--- config.mk ---
export PLATFORM = sky130hd
export DESIGN_NAME = ins_cache_sa
export DESIGN_NICKNAME = d
export VERILOG_FILES = /design/src/rtl/icache_pkg.sv /design/src/rtl/icache_way.sv /design/src/rtl/ins_cache_sa.sv
export SDC_FILE = /design/constraint.sdc
export NUM_CORES = 2
export LEC_CHECK = 0
export ABC_AREA = 1
export BUFFER_PORTS_ARGS = -buffer_cell sky130_fd_sc_hd__clkbuf_2
export CELL_PAD_IN_SITES_DETAIL_PLACEMENT = 2
export CELL_PAD_IN_SITES_GLOBAL_PLACEMENT = 2
export CORE_UTILIZATION = 38
export DETAILED_ROUTE_END_ITERATION = 7
export PLACE_DENSITY = 0.85
export SLEW_MARGIN = 20
export SYNTH_ARGS = -nofsm -noshare
export SYNTH_HDL_FRONTEND = slang
export SYNTH_SLANG_ARGS = --single-unit
--- constraint.sdc ---
create_clock -name clk -period 9.1 [get_ports clk]
set_input_delay 0.91 -clock clk [delete_from_list [all_inputs] [get_ports clk]]
set_output_delay 0.91 -clock clk [all_outputs]
set_load 0.01 [all_outputs]
--- src/rtl/icache_pkg.sv ---
// icache_pkg: shared definitions for the set-associative instruction cache.
//   state_t          controller states (IDLE, MISS_REQ, FILL)
//   off_w/idx_w/tag_w address field widths derived from the geometry
//   CNT_W            width of the saturating miss counter
package icache_pkg;

   typedef enum logic [1:0] {
      IDLE     = 2'd0,
      MISS_REQ = 2'd1,
      FILL     = 2'd2
   } state_t;

   localparam int CNT_W = 16;

   // byte offset within a line: word select plus the two ignored byte bits
   function automatic int off_w(input int line_words);
      return $clog2(line_words) + 2;
   endfunction

   function automatic int idx_w(input int sets);
      return $clog2(sets);
   endfunction

   function automatic int tag_w(input int addr_w, input int line_words, input int sets);
      return addr_w - idx_w(sets) - off_w(line_words);
   endfunction

endpackage

--- src/rtl/icache_way.sv ---
// icache_way: one way of the cache -- valid bits, tags and line data per set.
//   clk, rst      clock, synchronous active-high reset (valid bits only)
//   flush         clear every valid bit; a write in the same cycle survives
//   we/widx/wtag/wline   synchronous line install
//   ridx/rtag     combinational lookup; rvalid/rhit/rline describe set ridx
module icache_way #(
   parameter int SETS   = 4,
   parameter int IDX_W  = 2,
   parameter int TAG_W  = 26,
   parameter int LINE_W = 128
) (
   input  logic              clk,
   input  logic              rst,
   input  logic              flush,
   input  logic              we,
   input  logic [IDX_W-1:0]  widx,
   input  logic [TAG_W-1:0]  wtag,
   input  logic [LINE_W-1:0] wline,
   input  logic [IDX_W-1:0]  ridx,
   input  logic [TAG_W-1:0]  rtag,
   output logic              rvalid,
   output logic              rhit,
   output logic [LINE_W-1:0] rline
);

   logic [SETS-1:0]   valid;
   logic [TAG_W-1:0]  tags [SETS];
   logic [LINE_W-1:0] data [SETS];

   // the install is ordered after the flush so the line being written stays valid
   always_ff @(posedge clk) begin
      if (rst) begin
         valid <= '0;
      end else begin
         if (flush) valid <= '0;
         if (we)    valid[widx] <= 1'b1;
      end
   end

   always_ff @(posedge clk) begin
      if (we) begin
         tags[widx] <= wtag;
         data[widx] <= wline;
      end
   end

   assign rvalid = valid[ridx];
   assign rhit   = valid[ridx] && (tags[ridx] == rtag);
   assign rline  = data[ridx];

endmodule

--- src/rtl/ins_cache_sa.sv ---
// ins_cache_sa: 1- or 2-way set-associative instruction cache, single
// outstanding miss, one-cycle hit latency.
//   clk, rst            clock, synchronous active-high reset
//   ireq/iaddr          fetch request (byte address, bits [1:0] ignored)
//   iflush              invalidate every line
//   ohit/oins           registered fetch result; oins holds when ohit=0
//   obusy               miss outstanding, requests ignored
//   omem_req/omem_addr  line refill request (line-aligned)
//   imem_valid/imem_line refill return pulse, word 0 in the LSBs
//   omiss_cnt           saturating miss count
module ins_cache_sa
   import icache_pkg::*;
#(
   parameter int ADDR_W     = 32,
   parameter int LINE_WORDS = 4,
   parameter int SETS       = 4,
   parameter int WAYS       = 2
) (
   input  logic                    clk,
   input  logic                    rst,
   input  logic                    ireq,
   input  logic [ADDR_W-1:0]       iaddr,
   input  logic                    iflush,
   output logic                    ohit,
   output logic [31:0]             oins,
   output logic                    obusy,
   output logic                    omem_req,
   output logic [ADDR_W-1:0]       omem_addr,
   input  logic                    imem_valid,
   input  logic [32*LINE_WORDS-1:0] imem_line,
   output logic [CNT_W-1:0]        omiss_cnt
);

   localparam int OFF    = off_w(LINE_WORDS);
   localparam int IDX    = idx_w(SETS);
   localparam int TAG    = tag_w(ADDR_W, LINE_WORDS, SETS);
   localparam int WRD    = OFF - 2;
   localparam int LINE_W = 32 * LINE_WORDS;

   state_t state, state_nx;

   logic [TAG-1:0] a_tag, cap_tag;
   logic [IDX-1:0] a_set, cap_set, ridx;
   logic [WRD-1:0] a_word, cap_word;
   logic           unused_addr_lsb;

   logic [WAYS-1:0]             rvalid, rhit, way_we;
   logic [WAYS-1:0][LINE_W-1:0] rline;
   logic [LINE_W-1:0]           hit_line;
   logic [SETS-1:0]             lru;        // per set: index of least-recently-used way
   logic                        hit_way, victim, fill_way;
   logic                        hit_now, miss_now, fill_now;

   assign a_tag           = iaddr[ADDR_W-1:OFF+IDX];
   assign a_set           = iaddr[OFF+IDX-1:OFF];
   assign a_word          = iaddr[OFF-1:2];
   assign unused_addr_lsb = ^iaddr[1:0];

   // lookups use the request address in IDLE; during a miss the captured
   // set drives the port so victim selection sees that set's valid bits
   assign ridx = (state == IDLE) ? a_set : cap_set;

   for (genvar w = 0; w < WAYS; w++) begin : g_way
      icache_way #(
         .SETS(SETS), .IDX_W(IDX), .TAG_W(TAG), .LINE_W(LINE_W)
      ) u_way (
         .clk   (clk),
         .rst   (rst),
         .flush (iflush),
         .we    (way_we[w]),
         .widx  (cap_set),
         .wtag  (cap_tag),
         .wline (imem_line),
         .ridx  (ridx),
         .rtag  (a_tag),
         .rvalid(rvalid[w]),
         .rhit  (rhit[w]),
         .rline (rline[w])
      );
      assign way_we[w] = fill_now && (victim == 1'(w));
   end

   // a flush in the same cycle turns any request into a miss
   assign hit_now  = (state == IDLE) && ireq && !iflush && (|rhit);
   assign miss_now = (state == IDLE) && ireq && !hit_now;
   assign fill_now = (state == MISS_REQ) && imem_valid;

   assign hit_way = (WAYS == 2) ? rhit[WAYS-1] : 1'b0;
   assign victim  = (WAYS == 2 && rvalid[0]) ? (rvalid[WAYS-1] ? lru[cap_set] : 1'b1) : 1'b0;

   always_comb begin
      hit_line = '0;
      for (int w = 0; w < WAYS; w++)
         if (rhit[w]) hit_line = hit_line | rline[w];
   end

   always_ff @(posedge clk) begin
      if (rst) state <= IDLE;
      else     state <= state_nx;
   end

   always_comb begin
      state_nx = state;
      case (state)
         IDLE:     if (miss_now) state_nx = MISS_REQ;
         MISS_REQ: if (imem_valid) state_nx = FILL;
         FILL:     state_nx = IDLE;
         default:  state_nx = IDLE;
      endcase
   end

   assign obusy    = (state == MISS_REQ);
   assign omem_req = (state == MISS_REQ);

   always_ff @(posedge clk) begin
      if (rst) begin
         ohit      <= 1'b0;
         oins      <= '0;
         omem_addr <= '0;
         omiss_cnt <= '0;
         lru       <= '0;
         fill_way  <= 1'b0;
         cap_tag   <= '0;
         cap_set   <= '0;
         cap_word  <= '0;
      end else begin
         ohit <= hit_now | fill_now;
         if (hit_now)       oins <= hit_line[{a_word, 5'd0} +: 32];
         else if (fill_now) oins <= imem_line[{cap_word, 5'd0} +: 32];

         if (miss_now) begin
            cap_tag   <= a_tag;
            cap_set   <= a_set;
            cap_word  <= a_word;
            omem_addr <= {a_tag, a_set, {OFF{1'b0}}};
            if (omiss_cnt != '1) omiss_cnt <= omiss_cnt + 1'b1;
         end

         if (fill_now) fill_way <= victim;

         // flush beats the MRU update, including the one due in FILL
         if (iflush)              lru <= '0;
         else if (hit_now)        lru[a_set]   <= ~hit_way;
         else if (state == FILL)  lru[cap_set] <= ~fill_way;
      end
   end

endmodule

==> metrics.txt <==
Pint 0.0106 W; initial DRC count 3934; Req. time, crit path 9.79 ns; die area 0.147 mm2; Via Count 43100; Synth Flop Type edfxtp_1; Post-CTS Resized 0; critical path class reg -> reg; Hold WC Path Type in -> reg; RSZ-0062 raised after global routing false; Fillers 14500; dpl cell area 0.0585 mm2; pin count of the biggest net entering global routing 179; Inserted Clock Buffers 145; Clock Skew 0.0524 ns; nets 5307; worst-skew pair later-pin latency 0.82 ns; status completed; top-count cell post-synth edfxtp_1; Clock power frac 0.421; post-synthesis sequential area ratio 0.701; final cell count without fillers 7183; fin crit share 0.680; Flop pwr share 0.470; crit path DAT 6.88 ns; CTS max path bufs 3; Leakage Power 22.0 nW; Design Power 0.0145 W; Worst setup EP type flip-flop; flop-to-flop setup slack 2.91 ns; Post-Syn Area 0.0554 mm2; vias in the first global route 48100; share of the synthesized area in the top cell type 0.667; PD cells 228 mW/mm2; Initial Util 0.385; area taken by multi-input logic gates 0.0146 mm2; DR DRC count 0; setup tns final 0 ns; Post-DP HPWL 133000 um; number of port buffers 241; IO Pins 248; top cells by area, synth edfxtp_1 (67%), nand2_1 (5.9%), o21ai_0 (5.6%), nand3_1 (5.0%), nor2_1 (4.6%); first-pass GRT wire length 329000 um; Final Setup Violations 0; antenna viol nets, final 0; register area 0.0389 mm2; Distinct cells, synth 34; Hold Path Stages 1; Post-synth top cells edfxtp_1 (1232), nand2_1 (873), nor2_1 (676), o21ai_0 (623), nand3_1 (549); Synth Area in Simple Gates 0.159; highest clock rate 0.162 GHz; CP Launch Type flip-flop; Post-Syn Instances 5000; Seq cells post-synth 1326; WL final 227000 um; post-DR vias/cell 6.00; Design Area, Final 0.0634 mm2; gp weighted congestion 0.847; Slew @ Worst Pin 1.40 ns; sw frac 0.269; R2R depth 18; die span in y 384 um; Comb power frac 0.109; CTS sink cnt 1326; H-tree lvl count 4; routed length per instance 31.7 um; max-slew headroom at the worst pin 0.0641; grt total ovfl 0; leading area contributor after synthesis edfxtp_1; cts-stage hold buffer count 0; Post-CTS Setup Inserts 0; Syn. warnings 0; minimum hold slack 0.396 ns; clock slew seen by the registers of the worst setup and hold paths 0.06 ns; initial antenna violation count 38; share of layout cells above drive strength 1 0.103; mux cell area share after synthesis 0; Worst VDD drop 0.172 mV; Synth Area in Compound Gates 0.0989; Synth Area in Adders 0.000226; Worst Path Max Fanout 61; die width 384 um; First-pass DRT Iterations 6; largest family of logic cells by synthesized area simple AND/OR/NAND/NOR gates; max cap viols 0; Max Slew Vio Count 0; Post-synth EDFFs 1232; clk root buf clkbuf_16; TritonCTS clock tree done; fraction of registers with async set/reset 0; Syn-to-layout area delta 14.3%; switching power 0.00390 W; core area 0.144 mm2; Total GRT Usage 0.306; post-synthesis xor/xnor area fraction 0.00158; min cycle time layout 6.19 ns; Site Rows 139; synthesized area per cell 11.1 um2; post-placement cell count 6895; Fin. Hold Viols 0
[per-layer routing]
metal / routed length (um) / up-vias / global-route usage
li1: - / 18200 / -
met4: 13400 / 30 / 0.193
met5: 313 / - / 0
met1: 81000 / 22500 / 0.337
met3: 15700 / 564 / 0.0625
met2: 117000 / 1873 / 0.537
[cell families after synthesis]
family / Yosys count
other: 1
DFF: 1326
buffers and inverters: 521
AOI/OAI and AO/OA: 1000
and+or+nand+nor: 2141
adders and majority gates: 1
xor gates and xnor gates: 10
[cells in the final DEF (no fill, tap or decap), types with 3 or more instances in the layout]
cell type,netlist,routed
a21oi_1,76,76
nor2_1,676,666
nor3_1,6,6
a22o_1,5,5
xor2_1,10,10
buf_12,0,19
inv_2,3,5
nor4_1,6,6
o221ai_1,32,32
edfxtp_1,1232,1232
clkinv_8,0,4
inv_16,0,4
clkinv_2,0,25
nand2_1,873,872
conb_1,1,4
buf_4,25,53
clkbuf_16,0,149
dfxtp_1,94,93
nand3b_1,3,3
nand4_1,22,22
clkinv_1,2,36
clkbuf_8,0,6
nor2_4,1,11
clkbuf_1,222,27
o21ai_0,623,623
bufinv_16,0,14
o22ai_1,256,256
inv_1,195,192
nand3_1,549,549
clkbuf_2,0,239
diode_2,0,22
[layout make-up]
cell class,count,share of cell area
flip-flops and latches,1326,0.614
multi-input cells,3156,0.230
clock buffers,182,0.0618
well taps,1903,0.0376
repair buffers,312,0.0316
clock inverters,82,0.0131
inverters,200,0.0119
diodes,22,0.000869
[metrics by stage]
stage | setup slack [ns] | util
2_1_floorplan | -0.0206 | -
3_3_place_gp | 2.68 | 0.406
3_5_place_dp | 2.48 | 0.406
4_1_cts | 2.81 | 0.439
5_1_grt | 2.46 | 0.439
6_report | 2.91 | 0.439
[flip-flops by register name, indices dropped and copies added, names as in the netlist]
| name | count |
|---|---|
| cap_tag | 26 |
| g_way.u_way.data | 1024 |
| lru | 4 |
| omiss_cnt | 16 |
| g_way.u_way.tags | 208 |
| state | 2 |
| cap_set | 1 |
| oins | 32 |
| omem_addr | 1 |
| cap_word | 2 |
| fill_way | 1 |
| ohit | 1 |
| g_way.u_way.valid | 8 |
[power groups by stage]
stage | Sequential, W | Combinational (W) | Clock (W)
3_5_place_dp | 0.00692 | 0.00151 | 0
2_1_floorplan | 0.00692 | 0.000867 | 0
5_1_grt | 0.00680 | 0.00167 | 0.00633
3_3_place_gp | 0.00691 | 0.00139 | 0
4_1_cts | 0.00679 | 0.00155 | 0.00613
6_report | 0.00680 | 0.00158 | 0.00609
[critical path, stage by stage (launching register included)]
cell and delay [ns]:
dfxtp_1 0.36, nor2_4 0.28, nand2_1 0.70, nand2_4 0.94
buf_4 0.59, nand2_1 0.14, nand2_1 0.11, nand2_1 0.07
nand2_1 0.09, nand2_1 0.05, nand2_1 0.19, nand3_1 0.14
nor3_1 0.27, nand2_1 0.14, nand2_1 0.19, nand2_4 0.35
nand2_2 0.96, nand2_1 0.19, a21oi_1 0.24
[final timing paths]
path / start / end
setup reg to reg: state[0] / cap_tag[22]
setup / recovery: state[0] / cap_tag[22]
hold / removal: imem_line[49] / g_way[1].u_way.data[2][49]
hold reg to reg: g_way[1].u_way.valid[2] / g_way[1].u_way.valid[2]
No activity file was read; power rests on OpenSTA's default activity.
